$ cat src/rtl/item_pkg.sv
// item_pkg: shared encodings and widths for the item bank.
//   item_state_e : per-item state encoding (HIDDEN=0, RISING=1, ACTIVE=2, COLLECTED=3)
//   COORD_W      : width of every screen/world coordinate
//   OVL_W        : width used by the hit test so that sums never wrap
package item_pkg;

   typedef enum logic [1:0] {
      ST_HIDDEN    = 2'd0,
      ST_RISING    = 2'd1,
      ST_ACTIVE    = 2'd2,
      ST_COLLECTED = 2'd3
   } item_state_e;

   localparam int COORD_W = 10;
   localparam int OVL_W   = 11;

endpackage

$ cat src/rtl/item_slot.sv
// item_slot: one pickup item -- state machine, rise timer, optional respawn
// timer and character/item hit test.
// Ports:
//   sys_clk, RST        clock, synchronous active-high reset
//   tick                frame strobe advancing rise/respawn timing
//   char_X, char_Y      character world position (top-left)
//   bg_pos              background scroll offset
//   reveal              block-hit request (honoured only in HIDDEN)
//   item_x, item_y      registered screen X / current Y
//   item_vis            draw enable
//   hit                 ACTIVE and overlapping this cycle (collected at next edge)
// Optional feature: macro ITEM_BANK_RESPAWN_EN adds a respawn countdown in
// COLLECTED; without it COLLECTED holds until RST.
//
// state     | meaning
// ----------+-----------------------------------------------------------
// HIDDEN    | inside the block, invisible, waiting for reveal
// RISING    | emerging: Y steps up from Y_INIT+ITEM_W to Y_INIT over RISE_STEPS ticks
// ACTIVE    | resting at Y_INIT, visible, can be collected
// COLLECTED | taken; invisible (respawn countdown when enabled)
module item_slot
   import item_pkg::*;
#(
   parameter logic [COORD_W-1:0] X_INIT        = 10'd260,
   parameter logic [COORD_W-1:0] Y_INIT        = 10'd115,
   parameter bit                 START_ACT     = 1'b1,
   parameter int                 ITEM_W        = 12,
   parameter int                 CHAR_W        = 12,
   parameter int                 RISE_STEPS    = 12
`ifdef ITEM_BANK_RESPAWN_EN
   ,
   parameter int                 RESPAWN_TICKS = 600
`endif
) (
   input  logic               sys_clk,
   input  logic               RST,
   input  logic               tick,
   input  logic [COORD_W-1:0] char_X,
   input  logic [COORD_W-1:0] char_Y,
   input  logic [COORD_W-1:0] bg_pos,
   input  logic               reveal,
   output logic [COORD_W-1:0] item_x,
   output logic [COORD_W-1:0] item_y,
   output logic               item_vis,
   output logic               hit
);

   localparam int STEP_RAW = ITEM_W / RISE_STEPS;
   localparam int STEP     = (STEP_RAW < 1) ? 1 : STEP_RAW;
   localparam int RISE_CW  = $clog2(RISE_STEPS + 1);
   localparam logic [COORD_W-1:0] Y_LOW     = COORD_W'(Y_INIT + ITEM_W);
   localparam logic [COORD_W-1:0] STEP_C    = COORD_W'(STEP);
   localparam logic [RISE_CW-1:0] RISE_LOAD = RISE_CW'(RISE_STEPS);
   localparam item_state_e        ST_RESET  = START_ACT ? ST_ACTIVE : ST_HIDDEN;

   item_state_e          state_q, state_d;
   logic [COORD_W-1:0]   item_x_q, item_x_d;
   logic [COORD_W-1:0]   item_y_q, item_y_d;
   logic [RISE_CW-1:0]   rise_cnt_q, rise_cnt_d;
`ifdef ITEM_BANK_RESPAWN_EN
   localparam logic [COORD_W-1:0] RESP_LOAD = COORD_W'(RESPAWN_TICKS);
   logic [COORD_W-1:0]   resp_cnt_q, resp_cnt_d;
`endif

   // Hit test in OVL_W bits: X uses the world position, Y the current item Y.
   logic [OVL_W-1:0] cx, cy, ix, iy;
   logic             overlap;

   assign cx = {1'b0, char_X};
   assign cy = {1'b0, char_Y};
   assign ix = {1'b0, X_INIT};
   assign iy = {1'b0, item_y_q};

   assign overlap = (cx + OVL_W'(CHAR_W) > ix) && (ix + OVL_W'(ITEM_W) > cx) &&
                    (cy + OVL_W'(CHAR_W) > iy) && (iy + OVL_W'(ITEM_W) > cy);

   assign hit      = (state_q == ST_ACTIVE) && overlap;
   assign item_vis = (state_q == ST_RISING) || (state_q == ST_ACTIVE);
   assign item_x   = item_x_q;
   assign item_y   = item_y_q;

   always_comb begin
      state_d    = state_q;
      item_x_d   = X_INIT - bg_pos;
      item_y_d   = item_y_q;
      rise_cnt_d = rise_cnt_q;
`ifdef ITEM_BANK_RESPAWN_EN
      resp_cnt_d = resp_cnt_q;
`endif
      case (state_q)
         ST_HIDDEN: begin
            if (reveal) begin
               state_d    = ST_RISING;
               item_y_d   = Y_LOW;
               rise_cnt_d = RISE_LOAD;
            end
         end
         ST_RISING: begin
            if (tick) begin
               // Last tick snaps to Y_INIT so truncated steps never leave an offset.
               if (rise_cnt_q <= RISE_CW'(1)) begin
                  state_d    = ST_ACTIVE;
                  item_y_d   = Y_INIT;
                  rise_cnt_d = '0;
               end else begin
                  rise_cnt_d = rise_cnt_q - RISE_CW'(1);
                  item_y_d   = item_y_q - STEP_C;
               end
            end
         end
         ST_ACTIVE: begin
            if (overlap) begin
               state_d = ST_COLLECTED;
`ifdef ITEM_BANK_RESPAWN_EN
               resp_cnt_d = RESP_LOAD;
`endif
            end
         end
         ST_COLLECTED: begin
`ifdef ITEM_BANK_RESPAWN_EN
            if (tick) begin
               if (resp_cnt_q <= COORD_W'(1)) begin
                  state_d    = ST_HIDDEN;
                  item_y_d   = Y_INIT;
                  resp_cnt_d = '0;
               end else begin
                  resp_cnt_d = resp_cnt_q - COORD_W'(1);
               end
            end
`endif
         end
         default: state_d = ST_HIDDEN;
      endcase
   end

   always_ff @(posedge sys_clk) begin
      if (RST) begin
         state_q    <= ST_RESET;
         item_x_q   <= X_INIT;
         item_y_q   <= Y_INIT;
         rise_cnt_q <= '0;
`ifdef ITEM_BANK_RESPAWN_EN
         resp_cnt_q <= '0;
`endif
      end else begin
         state_q    <= state_d;
         item_x_q   <= item_x_d;
         item_y_q   <= item_y_d;
         rise_cnt_q <= rise_cnt_d;
`ifdef ITEM_BANK_RESPAWN_EN
         resp_cnt_q <= resp_cnt_d;
`endif
      end
   end

endmodule

$ cat src/rtl/item_bank.sv
// item_bank: N_ITEMS independent pickup items plus collection reporting.
// Ports:
//   sys_clk, RST        clock, synchronous active-high reset
//   tick                frame strobe
//   char_X, char_Y      character world position
//   bg_pos              background scroll offset
//   reveal[N]           per-item block-hit request
//   item_x/item_y       packed 10-bit screen X / current Y per item
//   item_vis[N]         per-item draw enable
//   touch               one-cycle pulse when any item is collected
//   touch_id            lowest collected index in the pulse cycle
//   touch_mask          every item collected in the pulse cycle
//   collected_cnt       saturating collection count
// Optional feature: macro ITEM_BANK_RESPAWN_EN enables respawn after
// RESPAWN_TICKS frame ticks in COLLECTED.
module item_bank
   import item_pkg::*;
#(
   parameter int                           N_ITEMS       = 4,
   parameter logic [COORD_W*N_ITEMS-1:0]   ITEM_X_INIT   = {N_ITEMS{10'd260}},
   parameter logic [COORD_W*N_ITEMS-1:0]   ITEM_Y_INIT   = {N_ITEMS{10'd115}},
   parameter logic [N_ITEMS-1:0]           START_ACTIVE  = '1,
   parameter int                           ITEM_W        = 12,
   parameter int                           CHAR_W        = 12,
   parameter int                           RISE_STEPS    = 12,
   parameter int                           RESPAWN_TICKS = 600
) (
   input  logic                         sys_clk,
   input  logic                         RST,
   input  logic                         tick,
   input  logic [COORD_W-1:0]           char_X,
   input  logic [COORD_W-1:0]           char_Y,
   input  logic [COORD_W-1:0]           bg_pos,
   input  logic [N_ITEMS-1:0]           reveal,
   output logic [COORD_W*N_ITEMS-1:0]   item_x,
   output logic [COORD_W*N_ITEMS-1:0]   item_y,
   output logic [N_ITEMS-1:0]           item_vis,
   output logic                         touch,
   output logic [3:0]                   touch_id,
   output logic [N_ITEMS-1:0]           touch_mask,
   output logic [7:0]                   collected_cnt
);

   logic [N_ITEMS-1:0] hit;

   for (genvar g = 0; g < N_ITEMS; g++) begin : g_slot
      item_slot #(
         .X_INIT     (ITEM_X_INIT[COORD_W*g +: COORD_W]),
         .Y_INIT     (ITEM_Y_INIT[COORD_W*g +: COORD_W]),
         .START_ACT  (START_ACTIVE[g]),
         .ITEM_W     (ITEM_W),
         .CHAR_W     (CHAR_W),
         .RISE_STEPS (RISE_STEPS)
`ifdef ITEM_BANK_RESPAWN_EN
         ,
         .RESPAWN_TICKS (RESPAWN_TICKS)
`endif
      ) u_slot (
         .sys_clk  (sys_clk),
         .RST      (RST),
         .tick     (tick),
         .char_X   (char_X),
         .char_Y   (char_Y),
         .bg_pos   (bg_pos),
         .reveal   (reveal[g]),
         .item_x   (item_x[COORD_W*g +: COORD_W]),
         .item_y   (item_y[COORD_W*g +: COORD_W]),
         .item_vis (item_vis[g]),
         .hit      (hit[g])
      );
   end

   logic               touch_q, touch_d;
   logic [3:0]         touch_id_q, touch_id_d;
   logic [N_ITEMS-1:0] touch_mask_q, touch_mask_d;
   logic [7:0]         collected_cnt_q, collected_cnt_d;
   logic [4:0]         pop;
   logic [8:0]         cnt_sum;

   always_comb begin
      touch_d      = |hit;
      touch_mask_d = hit;
      touch_id_d   = '0;
      pop          = '0;
      // Scan downward so the lowest set index is written last.
      for (int i = N_ITEMS - 1; i >= 0; i--) begin
         if (hit[i]) touch_id_d = 4'(i);
      end
      for (int i = 0; i < N_ITEMS; i++) begin
         pop = pop + 5'(hit[i]);
      end
      cnt_sum         = {1'b0, collected_cnt_q} + {4'd0, pop};
      collected_cnt_d = cnt_sum[8] ? 8'hFF : cnt_sum[7:0];
   end

   always_ff @(posedge sys_clk) begin
      if (RST) begin
         touch_q         <= 1'b0;
         touch_id_q      <= '0;
         touch_mask_q    <= '0;
         collected_cnt_q <= '0;
      end else begin
         touch_q         <= touch_d;
         touch_id_q      <= touch_id_d;
         touch_mask_q    <= touch_mask_d;
         collected_cnt_q <= collected_cnt_d;
      end
   end

   assign touch         = touch_q;
   assign touch_id      = touch_id_q;
   assign touch_mask    = touch_mask_q;
   assign collected_cnt = collected_cnt_q;

endmodule

$ cat config.mk
export PLATFORM = sky130hd
export DESIGN_NAME = item_bank
export DESIGN_NICKNAME = d
export VERILOG_FILES = /design/src/rtl/item_pkg.sv /design/src/rtl/item_slot.sv /design/src/rtl/item_bank.sv
export SDC_FILE = /design/constraint.sdc
export NUM_CORES = 1
export LEC_CHECK = 0
export ABC_AREA = 1
export BUFFER_PORTS_ARGS = -buffer_cell sky130_fd_sc_hd__buf_2
export CAP_MARGIN = 20
export CORE_MARGIN = 10
export CORE_UTILIZATION = 40
export CTS_CLUSTER_DIAMETER = 100
export DETAILED_ROUTE_END_ITERATION = 10
export SYNTH_ARGS = -nofsm -noshare
export SYNTH_HDL_FRONTEND = slang
export SYNTH_SLANG_ARGS = --single-unit
$ cat constraint.sdc
create_clock -name sys_clk -period 4.3 [get_ports sys_clk]
set_clock_uncertainty 0.15 [all_clocks]
set_input_delay 0.645 -clock sys_clk [delete_from_list [all_inputs] [get_ports sys_clk]]
set_output_delay 0.645 -clock sys_clk [all_outputs]
set_load 0.05 [all_outputs]
# After elaboration in Yosys (flattened, before gate mapping)
# Cells that the tools add are included.
[word_totals]
ff_bits = 91
in_bits = 37
output_inout_bits = 101
word_cells = 173
[op_classes]
n_reduce_logical = 41
addsub = 19
eq_ne = 24
muxes = 56
magnitude_cmp = 14
[op_table]
columns = ["operator", "count"]
rows = [
  ["$mux 10", 12],
  ["$gt 11x10->1", 8],
  ["$pmux 10 s2", 4],
  ["$add 10x4->11 const B", 6],
  ["$mux 4", 12],
  ["$sub 10x1->10 const B", 4],
  ["$mux 2", 18],
  ["$pmux 4 s2", 4],
  ["$ne 2x2->1 const B", 12],
  ["$pmux 2 s3", 4],
  ["$reduce_and 5->1", 4],
  ["$le 4x1->1 const B", 4],
  ["$sub 4x1->4 const B", 4],
  ["$logic_and 1x1->1", 13],
  ["$reduce_and 3->1", 4],
  ["$reduce_bool 3->1", 4],
  ["$gt 11x9->1 const B", 1],
  ["$gt 9x10->1 const A", 1],
  ["$sub 9x10->10 const A", 1],
  ["$add 8x4->9", 1],
  ["$eq 2x1->1 const B", 4],
  ["$eq 2x2->1 const B", 4],
  ["$logic_not 2->1", 4],
  ["$mux 8", 1],
  ["other kinds (10)", 20],
]

# Logic depth before layout (Yosys ltp)
[depth]
depth_word = 11
mapped_depth = 28

# Modules after synthesis
# Synthesis repeated with hierarchy kept, for this count alone.
[unflattened]
cells_unflattened = 1422
area_unflattened_um2 = 9726.8
[modules_own_cells]
columns = ["module", "n_inst", "area_per_inst_um2", "seq_area_each_um2", "cells_per_inst"]
rows = [
  ["item_slot (g_slot[0].u_slot ...)", 2, 2268.4, 520.5, 333],
  ["item_slot (g_slot[3].u_slot)", 1, 2270.9, 520.5, 340],
  ["item_slot (g_slot[2].u_slot)", 1, 2244.7, 520.5, 334],
  ["item_bank", 1, 674.4, 300.3, 82],
]

# Least setup slack after synthesis
# OpenSTA, ideal clock, no wires.
[synth_timing]
path_kind = "reg-to-reg"
from = "reg g_slot[0].u_slot.item_y_q[2]"
to = "reg collected_cnt_q[3], in the netlist collected_cnt[3]"
stages_incl_launch_ff = 29
path_slack_ns = -0.555
synth_period_minus_slack_ns = 4.855
arrival_ns = 4.648
cell_sequence = "dfxtp_1 > inv_1 > ha_1 > inv_1 > nand2_1 > inv_1 > nand3_1 > xor2_1 > inv_1 > ha_1 > a21oi_1 > nor2_1 > nor3b_1 > nand2_1 > nor2_1 > nor2_1 > nand3_1 > inv_1 > fa_1 > inv_1 > fa_1 > inv_1 > fa_1 > nand3_1 > nor3b_1 > nand3_1 > inv_1 > o21ai_0 > inv_1"
[synth_between]
elab_chain_cells = 9
elab_cells_between_ends = 11
cone_classes = "add/sub (5); order compare (2); mux (1); reduce/logical (3)"
[synth_lines]
columns = ["element", "line_no", "source"]
rows = [
  ["start: declaration", "item_slot.sv:58", "logic [COORD_W-1:0] item_y_q, item_y_d;"],
  ["start signal: assignment", "item_slot.sv:148", "item_y_q <= item_y_d;"],
  ["$add 10x4->11 or $gt 11x10->1 (tied branches)", "item_slot.sv:75", "(cy + OVL_W'(CHAR_W) > iy) && (iy + OVL_W'(ITEM_W) > cy);"],
  ["$gt 11x10->1 or $logic_and 1x1->1 (tied branches)", "item_slot.sv:75, item_slot.sv:74", ""],
  ["$logic_and 1x1->1 *", "item_slot.sv:75", ""],
  ["$logic_and 1x1->1 *", "item_slot.sv:77", "assign hit = (state_q == ST_ACTIVE) && overlap;"],
  ["net g_slot[0].u_slot.hit", "item_slot.sv:45", "output logic hit"],
  ["$add 1x1->2 *", "item_bank.sv:90", "pop = pop + 5'(hit[i]);"],
  ["$add 2x1->3 *", "item_bank.sv:90", ""],
  ["$add 3x1->4 *", "item_bank.sv:90", ""],
  ["$add 8x4->9 *", "item_bank.sv:92", "cnt_sum = {1'b0, collected_cnt_q} + {4'd0, pop};"],
  ["$mux 8 *", "item_bank.sv:93", "collected_cnt_d = cnt_sum[8] ? 8'hFF : cnt_sum[7:0];"],
  ["end signal: assignment", "item_bank.sv:106", "collected_cnt_q <= collected_cnt_d;"],
  ["end: declaration", "item_bank.sv:76", "logic [7:0] collected_cnt_q, collected_cnt_d;"],
]
# The timed path passes the listed nets; every way through them passes the cells marked *.
# A chain may end at the register's enable or synchronous reset.

# Final worst setup path
[layout_timing]
from = "in char_Y[3]"
to = "reg collected_cnt_q[7], in the netlist collected_cnt[7]"
[layout_between]
elab_cells_between_ends = 26
cone_classes = "add/sub (5); order compare (8); mux (1); reduce/logical (12)"
[layout_rtl]
columns = ["element", "line_no", "source"]
rows = [
  ["start: declaration", "item_bank.sv:32", "input logic [COORD_W-1:0] char_Y,"],
  ["$add 10x4->11", "item_slot.sv:75", ""],
  ["$gt 11x10->1", "item_slot.sv:75", ""],
  ["$logic_and 1x1->1", "item_slot.sv:74", "assign overlap = (cx + OVL_W'(CHAR_W) > ix) && (ix + OVL_W'(ITEM_W) > cx) &&"],
  ["$logic_and 1x1->1 *", "item_slot.sv:75", ""],
  ["$logic_and 1x1->1 *", "item_slot.sv:77", ""],
  ["net g_slot[2].u_slot.hit", "item_slot.sv:45", ""],
  ["$add 2x1->3 *", "item_bank.sv:90", ""],
  ["$add 3x1->4 *", "item_bank.sv:90", ""],
  ["$add 8x4->9 *", "item_bank.sv:92", ""],
  ["$mux 8 *", "item_bank.sv:93", ""],
]
# Marks and branches as above.

==> summary.md <==
| Metric | Value |
|---|---|
| Mapped Cells | `around 1100` |
| Avg Synthesized Cell Area | `just under 7 sq um` |
| Starting DRT DRC Count | `between 300 and 400` |
| Skew-Pair Late Insertion Delay | `around 0.36 ns` |
| First-pass GRT wire length | `35.0 mm` |
| Most common cell after layout, fill and taps aside | `nand2_1` |
| Final ANT Viol Nets | `0` |
| Nets | `1425` |
| DP HPWL | `17.2 mm` |
| Via Count | `between 7000 and 8000` |
| Hold Buf Count CTS | `0` |
| H-tree depth | `3` |
| Clk sinks | `just under 90` |
| Pwr dens | `around 480 nW/um^2` |
| CP Capture Type | `flip-flop` |
| Finish-stage setup viols | `0` |
| Max rail drop VDD | `roughly 0.00025 V` |
| Final hold violations | `0` |
| Result of the run | `complete, no violations` |
| IO Count | `~140` |
| Switching Share | `approximately 50%` |
| Pwr Total | `roughly 4.5 mW` |
| Setup TNS | `0 ns` |
| Synth unique cells | `47` |
| Die area | `about 25000 sq um` |
| Cell Rows | `50` |
| Logic pwr share | `roughly 56%` |
| CTS root buf | `clkbuf_16` |
| Pre-antenna DRT Iters | `5` |
| Flops & latches, synth | `89` |
| Final WS setup | `between 0.1 and 0.15 ns` |
| Hold Path Class | `flip-flop to flip-flop` |
| Share of layout cells above drive strength 1 | `24.8%` |
| Core Region | `between 15000 and 20000 sq um` |
| Fin crit share | `between 90 and 100%` |
| Area delta synth->final | `24.0%` |
| Req. time, crit path | `4.43 ns` |
| Drt wl/cell | `14.3 um` |
| Worst Tran Pin Value | `between 0.7 and 0.8 ns` |
| Drc violations | `0` |
| CP Max Fanout | `4` |
| CTS buffer count | `9` |
| Crit path launch type | `primary input` |
| Crit path DAT | `~4.3 ns` |
| Cell repeated most along the worst path | `inv_2` |
| Tmin final | `around 4.2 ns` |
| Max Freq | `~0.24 GHz` |
| Longest Clk Path Bufs | `2` |
| Number of global-route vias before repair | `slightly above 7000` |
| Clk pwr share | `roughly a fifth` |
| Die width | `between 150 and 200 um` |
| Die Span Y | `between 150 and 200 um` |
| Warnings from Yosys | `0` |
| Top delay family on crit path | `adder cells` |
| Critical path start-end classification | `primary input to flip-flop` |
| Starting Density | `around 40%` |
| Relative slew slack | `51.2%` |
| # diodes | `0` |
| Final GP Congestion | `0.888` |
| Via density per instance | `4.83` |
| RSZ-0062 raised after global routing | `true` |
| Largest net degree at the start of global routing | `34` |
| Sequential share of power | `25.2%` |
| Overflow after GRT | `0` |
| Net Switching | `between 2 and 2.5 mW` |
| CP max stage cell | `fa_1` |
| Sequential-to-total area share from yosys stat | `about a quarter` |
| Input/output buffers | `135` |
| Routed WL | `approximately 21 mm` |
| Slowest stage delay, CP | `0.47 ns` |
| Pre-CTS setup slack | `-0.289 ns` |
| Max Cap Viol | `0` |
| P_leak | `4.97 nW` |
| Gr usage total | `roughly 17%` |
| Synthesized cell area | `approximately 7600 sq um` |
| Most frequent cells in the layout | `nand2_1, inv_1, buf_2` |
| Pint | `about 2.3 mW` |
| Final Max Slew Viols | `0` |
| Worst Path Buf+Inv | `7` |
| Fin Hold WS | `0.331 ns` |
| Antenna violations before repair | `0` |
| CTS tree | `yes` |
| CTS clk-pin slew, worst paths | `0.07 ns` |
## flip-flops by register name, indices dropped and copies added, names as in the netlist
name and flops:
g_slot.u_slot.item_y 40, touch_id 2, g_slot.u_slot.item_x 10, g_slot.u_slot.state_q 8, collected_cnt 8, touch 1, touch_mask 4, g_slot.u_slot.rise_cnt_q 16
## path summary, 6_finish.rpt
path | slack (ns) | to | startpoint | cells after the start
hold reg to reg | 0.33 | g_slot[1].u_slot.rise_cnt_q[1]$_SDFFE_PP0P_ | g_slot[1].u_slot.rise_cnt_q[1]$_SDFFE_PP0P_ | 2
hold / removal | 0.33 | g_slot[1].u_slot.rise_cnt_q[1]$_SDFFE_PP0P_ | g_slot[1].u_slot.rise_cnt_q[1]$_SDFFE_PP0P_ | 2
setup reg to reg | 0.14 | collected_cnt[7]$_SDFF_PP0_ | g_slot[0].u_slot.item_y[2]$_SDFFE_PP0P_ | 27
setup / recovery | 0.14 | collected_cnt[7]$_SDFF_PP0_ | char_Y[3] | 27
## power by group through the flow
stage | logic [mW] | clock network [mW] | registers [mW]
floorplan | 1.66 | 0 | 1.35
global placement | 2.43 | 0 | 1.14
detailed placement | 2.45 | 0 | 1.15
CTS | 2.47 | 0.885 | 1.13
global route | 2.87 | 0.912 | 1.16
finish | 2.51 | 0.859 | 1.13
## final cells by class
cell class,count,area [sq um]
clock buffer,9,225
timing repair buffer,206,1220
multi-input combinational,772,5070
inverter,189,726
clock inverter,7,85.1
tap,234,293
fill,1896,9290
sequential,89,1790
## per-stage QoR
step,utilization (%),std cells,instance area (sq um)
after floorplan,-,1095,7720
after detailed placement,47.5,1487,8880
after CTS,49.2,1503,9210
after global routing,50.3,1506,9410
after global placement,47.5,1487,8880
final,50.3,1506,9410
## synthesized netlist by cell type, drive strengths merged
cell,number,area (sq um)
nand2,201,769
inv,188,713
o2111ai,1,8.76
a31oi,4,25.0
a21oi,78,409
nand4,16,100
fa,3,60.1
or2,3,18.8
a221oi,7,61.3
a2111o,1,11.3
o21ai,46,238
or4,1,7.51
clkbuf,3,11.3
o21a,2,15.0
o211ai,7,52.6
buf,42,299
xor2,34,298
ha,118,1480
o31ai,4,30.0
a211oi,3,22.5
nor3,28,145
xnor2,4,35.0
o21bai,1,11.3
clkinv,1,3.75
nand3b,8,60.1
nand3,58,290
nor3b,4,30.0
conb,1,3.75
a21o,9,67.6
o211a,1,10.0
nor2,123,494
dfxtp,89,1780
and3,5,31.3
## cell families (layout without fill, tap and decap cells)
family,count (synthesis),after routing,share of synthesized area [%]
AND/OR/NAND/NOR,447,447,25.6
buffers and inverters,234,411,13.5
AO/OA/AOI/OAI,164,164,12.7
adder cells (fa/ha/maj),121,121,20.2
flip-flops,89,89,23.5
XOR/XNOR,38,38,4.38
other,1,2,0.0494
## routing by layer
metal / global-route usage (%) / up-vias / wire length [um]
met3: 4.75 / 11 / 1300
met2: 27.3 / 144 / 9470
li1: - / 3866 / -
met4: 3.74 / 0 / 197
met5: 0 / - / 0
met1: 23.2 / 3247 / 10500
## timing repair
action / CTS / global route
setup buffers: 0 / 3
endpoints found under the setup margin: 8 / 8
endpoints found under the hold margin: 0 / 0
pin swaps: 6 / 13
resized for setup: 5 / 44
## tightest hold or removal path, delay by kind of cell (launching register included)
kind	cells	cell delay (ns)
compound gates	1	0.06
simple gates	1	0.06
flops	1	0.32
(Power assumes the default switching activity.)
